--- src/rtl/apb_slv_pkg.sv ---
// apb_slv_pkg: shared types and constants for the APB register completer.
//   state_t       - transfer FSM states (IDLE, WAIT, DONE)
//   REG_*         - byte offsets of the register map
//   DEFAULT_ID    - default contents of the read-only ID register
//   dec_t         - decode result latched at the setup edge
//   strb_mask()   - expands byte strobes into a 32-bit bit mask
//   strb_merge()  - byte-lane merge of write data into an old value
package apb_slv_pkg;

    typedef enum logic [1:0] {
        IDLE,
        WAIT,
        DONE
    } state_t;

    localparam logic [7:0] REG_ID       = 8'h00;
    localparam logic [7:0] REG_STATUS   = 8'h04;
    localparam logic [7:0] REG_IRQ_PEND = 8'h08;
    localparam logic [7:0] REG_IRQ_MASK = 8'h0C;
    localparam logic [7:0] REG_SCRATCH0 = 8'h10;

    localparam logic [31:0] DEFAULT_ID = 32'hAB1E_0001;

    typedef struct packed {
        logic        err;    // access is out of map, misaligned or writes a RO register
        logic [31:0] rdata;  // read value, already forced to 0 for bad/write accesses
    } dec_t;

    function automatic logic [31:0] strb_mask(input logic [3:0] strb);
        logic [31:0] m;
        for (int b = 0; b < 4; b++) begin
            m[8*b +: 8] = {8{strb[b]}};
        end
        return m;
    endfunction

    function automatic logic [31:0] strb_merge(input logic [31:0] old_val,
                                               input logic [31:0] wdata,
                                               input logic [3:0]  strb);
        logic [31:0] m;
        m = strb_mask(strb);
        return (old_val & ~m) | (wdata & m);
    endfunction

endpackage

--- src/rtl/apb_slv_fsm.sv ---
// apb_slv_fsm: APB transfer sequencer (IDLE -> WAIT -> DONE -> IDLE).
//   clk, rst      - clock, asynchronous active-high reset
//   psel, penable - APB handshake inputs
//   pwrite        - write qualifier for the commit strobe
//   setup         - setup phase accepted this cycle (latch decode at this edge)
//   commit        - write commits at this edge (last edge of DONE)
//   pready        - registered completion, high only in DONE
// Dropping psel in any state returns to IDLE without a commit.
module apb_slv_fsm
    import apb_slv_pkg::*;
#(
    parameter int WAIT_CYCLES = 2
) (
    input  logic clk,
    input  logic rst,
    input  logic psel,
    input  logic penable,
    input  logic pwrite,
    output logic setup,
    output logic commit,
    output logic pready
);

    localparam logic [3:0] CNT_INIT = (WAIT_CYCLES > 0) ? 4'(WAIT_CYCLES - 1) : 4'd0;

    state_t     state;
    logic [3:0] cnt;

    assign setup  = (state == IDLE) && psel && !penable;
    assign commit = (state == DONE) && psel && penable && pwrite;

    // pready is registered alongside the state so it never depends on
    // the APB inputs combinationally.
    always_ff @(posedge clk or posedge rst) begin
        if (rst) begin
            state  <= IDLE;
            cnt    <= 4'd0;
            pready <= 1'b0;
        end else if (!psel) begin
            state  <= IDLE;
            pready <= 1'b0;
        end else begin
            case (state)
                IDLE: begin
                    if (!penable) begin
                        if (WAIT_CYCLES == 0) begin
                            state  <= DONE;
                            pready <= 1'b1;
                        end else begin
                            state <= WAIT;
                            cnt   <= CNT_INIT;
                        end
                    end
                end
                WAIT: begin
                    if (cnt == 4'd0) begin
                        state  <= DONE;
                        pready <= 1'b1;
                    end else begin
                        cnt <= cnt - 4'd1;
                    end
                end
                default: begin
                    state  <= IDLE;
                    pready <= 1'b0;
                end
            endcase
        end
    end

endmodule

--- src/rtl/apb_reg_slave.sv ---
// apb_reg_slave: APB3/APB4 completer with a small register bank.
//   Map: 0x00 ID (RO), 0x04 STATUS (RO, status_i delayed one cycle),
//        0x08 IRQ_PEND (W1C, set by event_i), 0x0C IRQ_MASK (RW),
//        0x10.. SCRATCH (RW). NUM_REGS must be at least 5.
//   Ports: clk, rst (async active-high); APB psel/penable/pwrite/paddr/
//          pwdata/pstrb/pprot (pprot ignored) -> prdata/pready/pslverr;
//          status_i, event_i sideband in; irq_o registered interrupt out.
//   Config macro APB_SLV_ERR_EN: when defined, bad accesses (out of map,
//          misaligned, write to ID/STATUS) report pslverr; otherwise pslverr
//          is tied 0. Either way bad writes are dropped and bad reads give 0.
module apb_reg_slave
    import apb_slv_pkg::*;
#(
    parameter int          addrWidth   = 32,
    parameter int          dataWidth   = 32,
    parameter int          NUM_REGS    = 8,
    parameter int          WAIT_CYCLES = 2,
    parameter logic [31:0] ID_VALUE    = DEFAULT_ID
) (
    input  logic                   clk,
    input  logic                   rst,
    input  logic                   psel,
    input  logic                   penable,
    input  logic                   pwrite,
    input  logic [addrWidth-1:0]   paddr,
    input  logic [dataWidth-1:0]   pwdata,
    input  logic [dataWidth/8-1:0] pstrb,
    input  logic [2:0]             pprot,
    output logic [dataWidth-1:0]   prdata,
    output logic                   pready,
    output logic                   pslverr,
    input  logic [dataWidth-1:0]   status_i,
    input  logic [dataWidth-1:0]   event_i,
    output logic                   irq_o
);

    localparam int IDX_W   = $clog2(NUM_REGS);
    localparam int NUM_SCR = NUM_REGS - 4;

    localparam logic [IDX_W-1:0] I_ID     = IDX_W'(REG_ID >> 2);
    localparam logic [IDX_W-1:0] I_STATUS = IDX_W'(REG_STATUS >> 2);
    localparam logic [IDX_W-1:0] I_PEND   = IDX_W'(REG_IRQ_PEND >> 2);
    localparam logic [IDX_W-1:0] I_MASK   = IDX_W'(REG_IRQ_MASK >> 2);
    localparam int               SCR0     = int'(REG_SCRATCH0 >> 2);

    logic                 setup;
    logic                 commit;
    logic                 wr_en;
    logic [IDX_W-1:0]     idx;
    logic [IDX_W-1:0]     idx_q;
    logic                 bad;
    logic [dataWidth-1:0] rd_val;
    logic [dataWidth-1:0] pend_clr;
    dec_t                 dec_q;

    logic [dataWidth-1:0] status_q;
    logic [dataWidth-1:0] pend_q;
    logic [dataWidth-1:0] mask_q;
    logic [dataWidth-1:0] scratch [NUM_SCR];

    logic unused_ok;
    assign unused_ok = ^pprot;

    apb_slv_fsm #(
        .WAIT_CYCLES(WAIT_CYCLES)
    ) u_fsm (
        .clk    (clk),
        .rst    (rst),
        .psel   (psel),
        .penable(penable),
        .pwrite (pwrite),
        .setup  (setup),
        .commit (commit),
        .pready (pready)
    );

    // ---------------- decode (sampled at the setup edge) ----------------
    assign idx = paddr[2 +: IDX_W];
    assign bad = (paddr >= addrWidth'(NUM_REGS * 4)) ||
                 (paddr[1:0] != 2'b00) ||
                 (pwrite && ((idx == I_ID) || (idx == I_STATUS)));

    always_comb begin
        rd_val = '0;
        case (idx)
            I_ID:     rd_val = ID_VALUE;
            I_STATUS: rd_val = status_q;
            I_PEND:   rd_val = pend_q;
            I_MASK:   rd_val = mask_q;
            default: begin
                for (int r = 0; r < NUM_SCR; r++) begin
                    if (idx == IDX_W'(r + SCR0)) rd_val = scratch[r];
                end
            end
        endcase
    end

    always_ff @(posedge clk or posedge rst) begin
        if (rst) begin
            idx_q <= '0;
            dec_q <= '0;
        end else if (setup) begin
            idx_q       <= idx;
            dec_q.err   <= bad;
            dec_q.rdata <= (bad || pwrite) ? '0 : rd_val;
        end
    end

    // ---------------- register bank ----------------
    assign wr_en    = commit && !dec_q.err;
    assign pend_clr = (wr_en && idx_q == I_PEND) ? (pwdata & strb_mask(pstrb)) : '0;

    always_ff @(posedge clk or posedge rst) begin
        if (rst) begin
            status_q <= '0;
            pend_q   <= '0;
            mask_q   <= '0;
            irq_o    <= 1'b0;
            for (int r = 0; r < NUM_SCR; r++) scratch[r] <= '0;
        end else begin
            status_q <= status_i;
            // event_i is OR-ed after the clear so a same-cycle event wins
            pend_q   <= (pend_q & ~pend_clr) | event_i;
            irq_o    <= |(pend_q & mask_q);
            if (wr_en && idx_q == I_MASK) mask_q <= strb_merge(mask_q, pwdata, pstrb);
            for (int r = 0; r < NUM_SCR; r++) begin
                if (wr_en && idx_q == IDX_W'(r + SCR0))
                    scratch[r] <= strb_merge(scratch[r], pwdata, pstrb);
            end
        end
    end

    // ---------------- response ----------------
    assign prdata = pready ? dec_q.rdata : '0;
`ifdef APB_SLV_ERR_EN
    assign pslverr = pready && dec_q.err;
`else
    assign pslverr = 1'b0;
`endif

endmodule

--- config.mk ---
export PLATFORM = sky130hd
export DESIGN_NAME = apb_reg_slave
export DESIGN_NICKNAME = d
export VERILOG_FILES = /design/src/rtl/apb_slv_pkg.sv /design/src/rtl/apb_slv_fsm.sv /design/src/rtl/apb_reg_slave.sv
export SDC_FILE = /design/constraint.sdc
export NUM_CORES = 1
export LEC_CHECK = 0
export BUFFER_PORTS_ARGS = -buffer_cell sky130_fd_sc_hd__buf_2
export CAP_MARGIN = 30
export CORE_ASPECT_RATIO = 0.75
export CORE_MARGIN = 4
export CORE_UTILIZATION = 31
export CTS_CLUSTER_DIAMETER = 100
export DETAILED_ROUTE_END_ITERATION = 8
export PLACE_DENSITY = 0.56
export REMOVE_ABC_BUFFERS = 1
export SYNTH_ARGS = -nofsm -noshare
export SYNTH_HDL_FRONTEND = slang
export SYNTH_HIERARCHICAL = 1
export SYNTH_SLANG_ARGS = --single-unit
--- constraint.sdc ---
create_clock -name clk -period 17.8 [get_ports clk]
set_input_delay 2.67 -clock clk [delete_from_list [all_inputs] [get_ports clk]]
set_output_delay 2.67 -clock clk [all_outputs]
set_load 0.01 [all_outputs]
# Word-level counts from Yosys, hierarchy flattened
# Cells that the tools add are included.
# word_totals
output_inout_bits	35
word_cells	98
reg_bits	268
# op_classes
bitwise	16
n_reduce_logical	28
muxes	18
add_sub_neg	1
order_cmp	1
n_eq_ne	20
# ops
op	count
bitwise AND 32 bit	8
2-to-1 mux 32 bit	7
bitwise OR 32 bit	6
one-hot mux 32 bit (4 select lines)	1
inverter 32 bit	2
greater-or-equal comparator 32 x 6 -> 1 bit, second input constant	1
OR reduction 32 bit	1
equality test 3 bit, second input constant	8
logical AND 1 bit	13
equality test 3 x 2 -> 1 bit, second input constant	4
2-to-1 mux 4 bit	2
one-hot mux 4 bit (2 select lines)	1
2-to-1 mux 2 bit	3
!= test 2 bit, second input constant	3
zero test 4 bit	1
logical OR 1 bit	4
one-hot mux 2 bit (2 select lines)	1
AND reduction 2 bit	2
AND reduction 4 bit	1
nonzero test 2 bit	2
subtractor 4 x 1 -> 4 bit, second input constant	1
equality test 3 x 1 -> 1 bit, second input constant	1
zero test 3 bit	1
!= test 3 x 2 -> 1 bit, second input constant	1
other kinds (7)	9

# Longest topological paths before layout
# logic_depth
depth_word	10
ltp_mapped	9

# Hierarchy
# The synthesis kept the hierarchy.
# by_module_without_submodules
module	area_each_um2	n_inst	cells_per_inst	seq_area_each_um2
apb_reg_slave	11551.1	1	887	6531.3
apb_slv_fsm	386.6	1	39	175.2

# Worst setup path before layout
# OpenSTA, ideal clock, no wires.
# synth_path
path_kind	input-to-reg
startpoint	in psel
endpoint	reg dec_q[30] (netlist name)
required_time_ns	17.699
n_path_buf	2
setup_time_ns	0.101
path_slack_ns	13.471
arrival_ns	4.228
path_stages	8
cell_sequence	or2b_1 > nor3_1 > buf_4 > nor4b_2 > nand4_1 > or3_1 > buf_2 > o32ai_1
# synth_between
elab_chain_len	2
# synth_lines
element	line	text
start: declaration	apb_reg_slave.sv:22	input logic psel,
logical AND 1 bit (2 in series)	apb_slv_fsm.sv:29	assign setup = (state == IDLE) && psel && !penable;
named net setup	apb_reg_slave.sv:46	logic setup;
end: declaration	apb_reg_slave.sv:54	dec_t dec_q;
# The timed path passes the listed nets, and every way through them passes these cells.
# A chain may end at the register's enable or synchronous reset.

# Worst setup path after layout
# layout_path
startpoint	in paddr[3]
endpoint	reg dec_q[8] (netlist name)
# layout_between
elab_chain_len	7
word_cells_on_any_way	20
classes_between	order compare: 1; eq/ne: 7; mux: 6; reduce/logical: 6
# layout_lines
element	line	text
start: declaration	apb_reg_slave.sv:25	input logic [addrWidth-1:0] paddr,
parallel branches: the longest is 6 deep, another holds greater-or-equal comparator 32 x 6 -> 1 bit	-	
2-to-1 mux 32 bit *	apb_reg_slave.sv:105	dec_q.rdata <= (bad || pwrite) ? '0 : rd_val;
# Mark *: on every way between the ends.

==> results by group <==
Status
  – Run status: finished, final reports clean

Placed design
  – Area after DPL: 0.01333 mm2
  – # port buffers: 170
  – Number of placed cells counting well taps: 1565
  – Routability cong.: 0.7586
  – HPWL after DPL: 23.48 mm

Yosys
  – Most used DFF post-synth: sky130_fd_sc_hd__dfrtp_1
  – Share of synthesized area occupied by flip-flops and latches: 0.5618
  – YS warnings: 6
  – Share of async-settable or async-resettable flops after synthesis: 1.000
  – Number of instances in the synthesized netlist: 926
  – Number of enable-type register cells in the synthesized netlist: 0
  – Number of synthesized register bits: 268
  – Average size of a mapped cell: 12.89 um2
  – Mapped Area: 0.01194 mm2
  – Count of cell types in the netlist: 52

Finish
  – Most frequent cells in the layout: sky130_fd_sc_hd__dfrtp_1, sky130_fd_sc_hd__mux2_2, sky130_fd_sc_hd__buf_2, sky130_fd_sc_hd__inv_1, sky130_fd_sc_hd__o22ai_1
  – Synth-to-Final Area Change: 19.33%
  – Utilization after layout: 0.3793
  – Most common library cell in the layout ignoring fill and taps: sky130_fd_sc_hd__dfrtp_1
  – Count of nets after finishing: 1233
  – Summed area of non-filler cells in the final layout: 0.01424 mm2
  – Layout cells sized above 1: 0.4081
  – Non-filler instance count after layout: 1615

Critical path
  – Startpoint of the worst-slack reg-to-reg timing path: u_fsm/state[0]
  – Max stage delay on crit path: 0.87 ns
  – Crit Path Class: in -> reg
  – Setup crit start kind: input port
  – Category of the worst setup path capture point: register
  – Critical-path cell with the highest stage delay: sky130_fd_sc_hd__nor2b_4
  – Arrival time at the worst endpoint: 5.33 ns
  – End of the worst register-to-register path: pend_q[5]
  – CP Buf/Inv Count: 2
  – CP required: 18.25 ns
  – Most used cell, CP: sky130_fd_sc_hd__buf_4
  – Critical path, cell by cell: buf_4 -> buf_4 -> nor2b_4 -> a221oi_1 -> a211o_1 -> o22ai_1
  – Flop-to-flop setup slack: 15.00 ns
  – Worst reg2reg path depth: 6
  – Critical path peak fanout: 38
  – Cell family with most CP delay: buffers and inverters

Timing
  – Unrepaired setup endpoints after global routing: false
  – Max Slew Vio Count: 0
  – Final-layout setup total negative slack: 0 ns
  – Final period util: 0.2742
  – Slew of the pin with the lowest slew margin: 1.000 ns
  – Maximum frequency from static timing analysis: 0.2049 GHz
  – Number of endpoints failing setup at the final stage: 0
  – Final critical-path required period: 4.881 ns
  – Count of final hold-check violations: 0
  – Worst relative slew slack: 0.3294
  – Post-route clock skew: 0.02358 ns

CTS
  – Source-to-sink clock delay at the later pin of the worst-skew pair: 0.56 ns
  – Number of clock sinks: 268
  – Number of buffers added by the clock tree synthesis step: 28
  – Number of buffers on the longest clock path: 3
  – Count of instances resized after the clock tree is built: 0
  – Number of H-tree levels: 1
  – Clock tree from TritonCTS: yes
  – Clock tree root buffer cell: sky130_fd_sc_hd__clkbuf_16
  – Cts hold-fix bufs: 0
  – Setup repair bufs after CTS: 0
  – Clock transition at the registers of the reported paths: 0.06 ns

Route
  – DR iter-0 viols: 550
  – Count of TritonRoute iterations in the first routing pass: 5
  – Detailed Route WL: 35.36 mm
  – DR DRC count: 0
  – Count of vias placed by the detailed router: 8185
  – Vias/cell: 5.068
  – Detailed-route wire length per cell: 21.89 um
  – Antenna-violating nets left: 0

Global route
  – Total congestion overflow after global routing: 0
  – Overall routing resource usage: 0.1672
  – Antenna violations before repair: 3
  – First-pass GRT wire length: 52.62 mm
  – Vias in the first global route: 8371
  – Pin count of the biggest net entering global routing: 127

Floorplanning
  – Total core area: 0.03755 mm2
  – Top-Level Pins: 175
  – Chip width: 234.6 um
  – Die Y: 177.9 um
  – Starting Density: 0.3179
  – Die Footprint: 0.04175 mm2
  – Standard-cell rows: 61

Power
  – Static power due to leakage: 0.006836 uW
  – Cell Pwr Density: 92.93 mW/mm2
  – Worst-case vdd ir drop: 48.80 uV

Min path
  – Class of the most critical hold timing path: reg -> reg
  – Cell depth of the worst hold path: 1

Job
  – Max-cap violation count: 0
synth_stat cells, types with 2 or more instances:
master,number,area (um2)
sky130_fd_sc_hd__nor2_1,26,97.59
sky130_fd_sc_hd__inv_1,54,202.7
sky130_fd_sc_hd__nor2b_1,3,18.77
sky130_fd_sc_hd__nand4_1,6,37.54
sky130_fd_sc_hd__a21oi_1,11,55.05
sky130_fd_sc_hd__and2_1,32,200.2
sky130_fd_sc_hd__nor4_1,6,37.54
sky130_fd_sc_hd__nand2_2,4,25.02
sky130_fd_sc_hd__a21o_1,32,240.2
sky130_fd_sc_hd__nor3_1,3,15.01
sky130_fd_sc_hd__nand2_1,50,187.7
sky130_fd_sc_hd__buf_4,2,15.01
sky130_fd_sc_hd__buf_6,3,33.78
sky130_fd_sc_hd__nand2b_1,4,25.02
sky130_fd_sc_hd__mux4_2,11,247.7
sky130_fd_sc_hd__dfrtp_1,268,6706
sky130_fd_sc_hd__mux2i_1,10,100.1
sky130_fd_sc_hd__o22ai_1,52,325.3
sky130_fd_sc_hd__mux2_1,8,90.09
sky130_fd_sc_hd__ha_1,2,25.02
sky130_fd_sc_hd__buf_1,3,11.26
sky130_fd_sc_hd__buf_2,13,65.06
sky130_fd_sc_hd__nand3_1,2,10.01
sky130_fd_sc_hd__a221oi_1,32,280.3
sky130_fd_sc_hd__mux2_2,198,2230
sky130_fd_sc_hd__a211o_1,21,183.9
sky130_fd_sc_hd__a22oi_1,16,120.1
sky130_fd_sc_hd__clkbuf_1,25,93.84
sky130_fd_sc_hd__o2bb2ai_1,2,17.52
sky130_fd_sc_hd__nor3_2,5,50.05
layer usage:
layer | vias up | wire, um | track usage
met5 | - | 21 | 0
met4 | 4 | 734 | 0.03640
met3 | 52 | 1796 | 0.03113
met2 | 196 | 15590 | 0.2540
met1 | 4209 | 17210 | 0.2492
li1 | 3724 | - | -
through the flow:
stage          power (uW)  hold WS, ns  worst slack [ns]
6_report             1324       0.4956             12.92
5_1_grt              1378       0.5066             12.81
4_1_cts              1342       0.4944             12.92
3_3_place_gp        748.6       0.4698             12.38
3_5_place_dp        751.4       0.4807             12.37
2_1_floorplan       693.1       0.4585             7.947
cell families (layout without fill, tap and decap cells):
group | after synthesis | in the layout | share of synthesized area
buffers and inverters | 100 | 284 | 0.03532
muxes | 227 | 227 | 0.2235
AOI/OAI and AO/OA | 174 | 174 | 0.1081
adders and majority gates | 2 | 2 | 0.002096
and+or+nand+nor | 154 | 154 | 0.06897
DFF | 268 | 268 | 0.5618
other | 1 | 2 | 0.0003141
final cells by class:
class | instances | area (um2)
Fill cell | 3695 | 23310
Clock inverter | 9 | 95.09
Antenna cell | 1 | 2.502
Sequential cell | 268 | 6706
Timing Repair Buffer | 181 | 959.7
Inverter | 54 | 210.2
Multi-Input combinational cell | 558 | 4823
Tap cell | 504 | 630.6
Clock buffer | 40 | 817.0
power breakdown:
part | total (uW) | internal (uW) | switching (uW)
registers | 629 | 620 | 8.87
logic | 109 | 41.9 | 66.6
clock network | 586 | 346 | 240
total | 1320 | 1010 | 316
worst max-delay path by stage:
stage	startpoint	endpoint	slack, ns	cells after the start
final	paddr[3]	dec_q[8]	12.92	6
after global routing	paddr[3]	dec_q[8]	12.81	6
after CTS	paddr[3]	dec_q[8]	12.92	6
after detailed placement	paddr[3]	dec_q[8]	12.37	6
after global placement	paddr[3]	dec_q[8]	12.38	6
after floorplan	rst	asynchronous set/reset pin	7.95	1
Note: power is estimated with default switching activity, not from simulation.
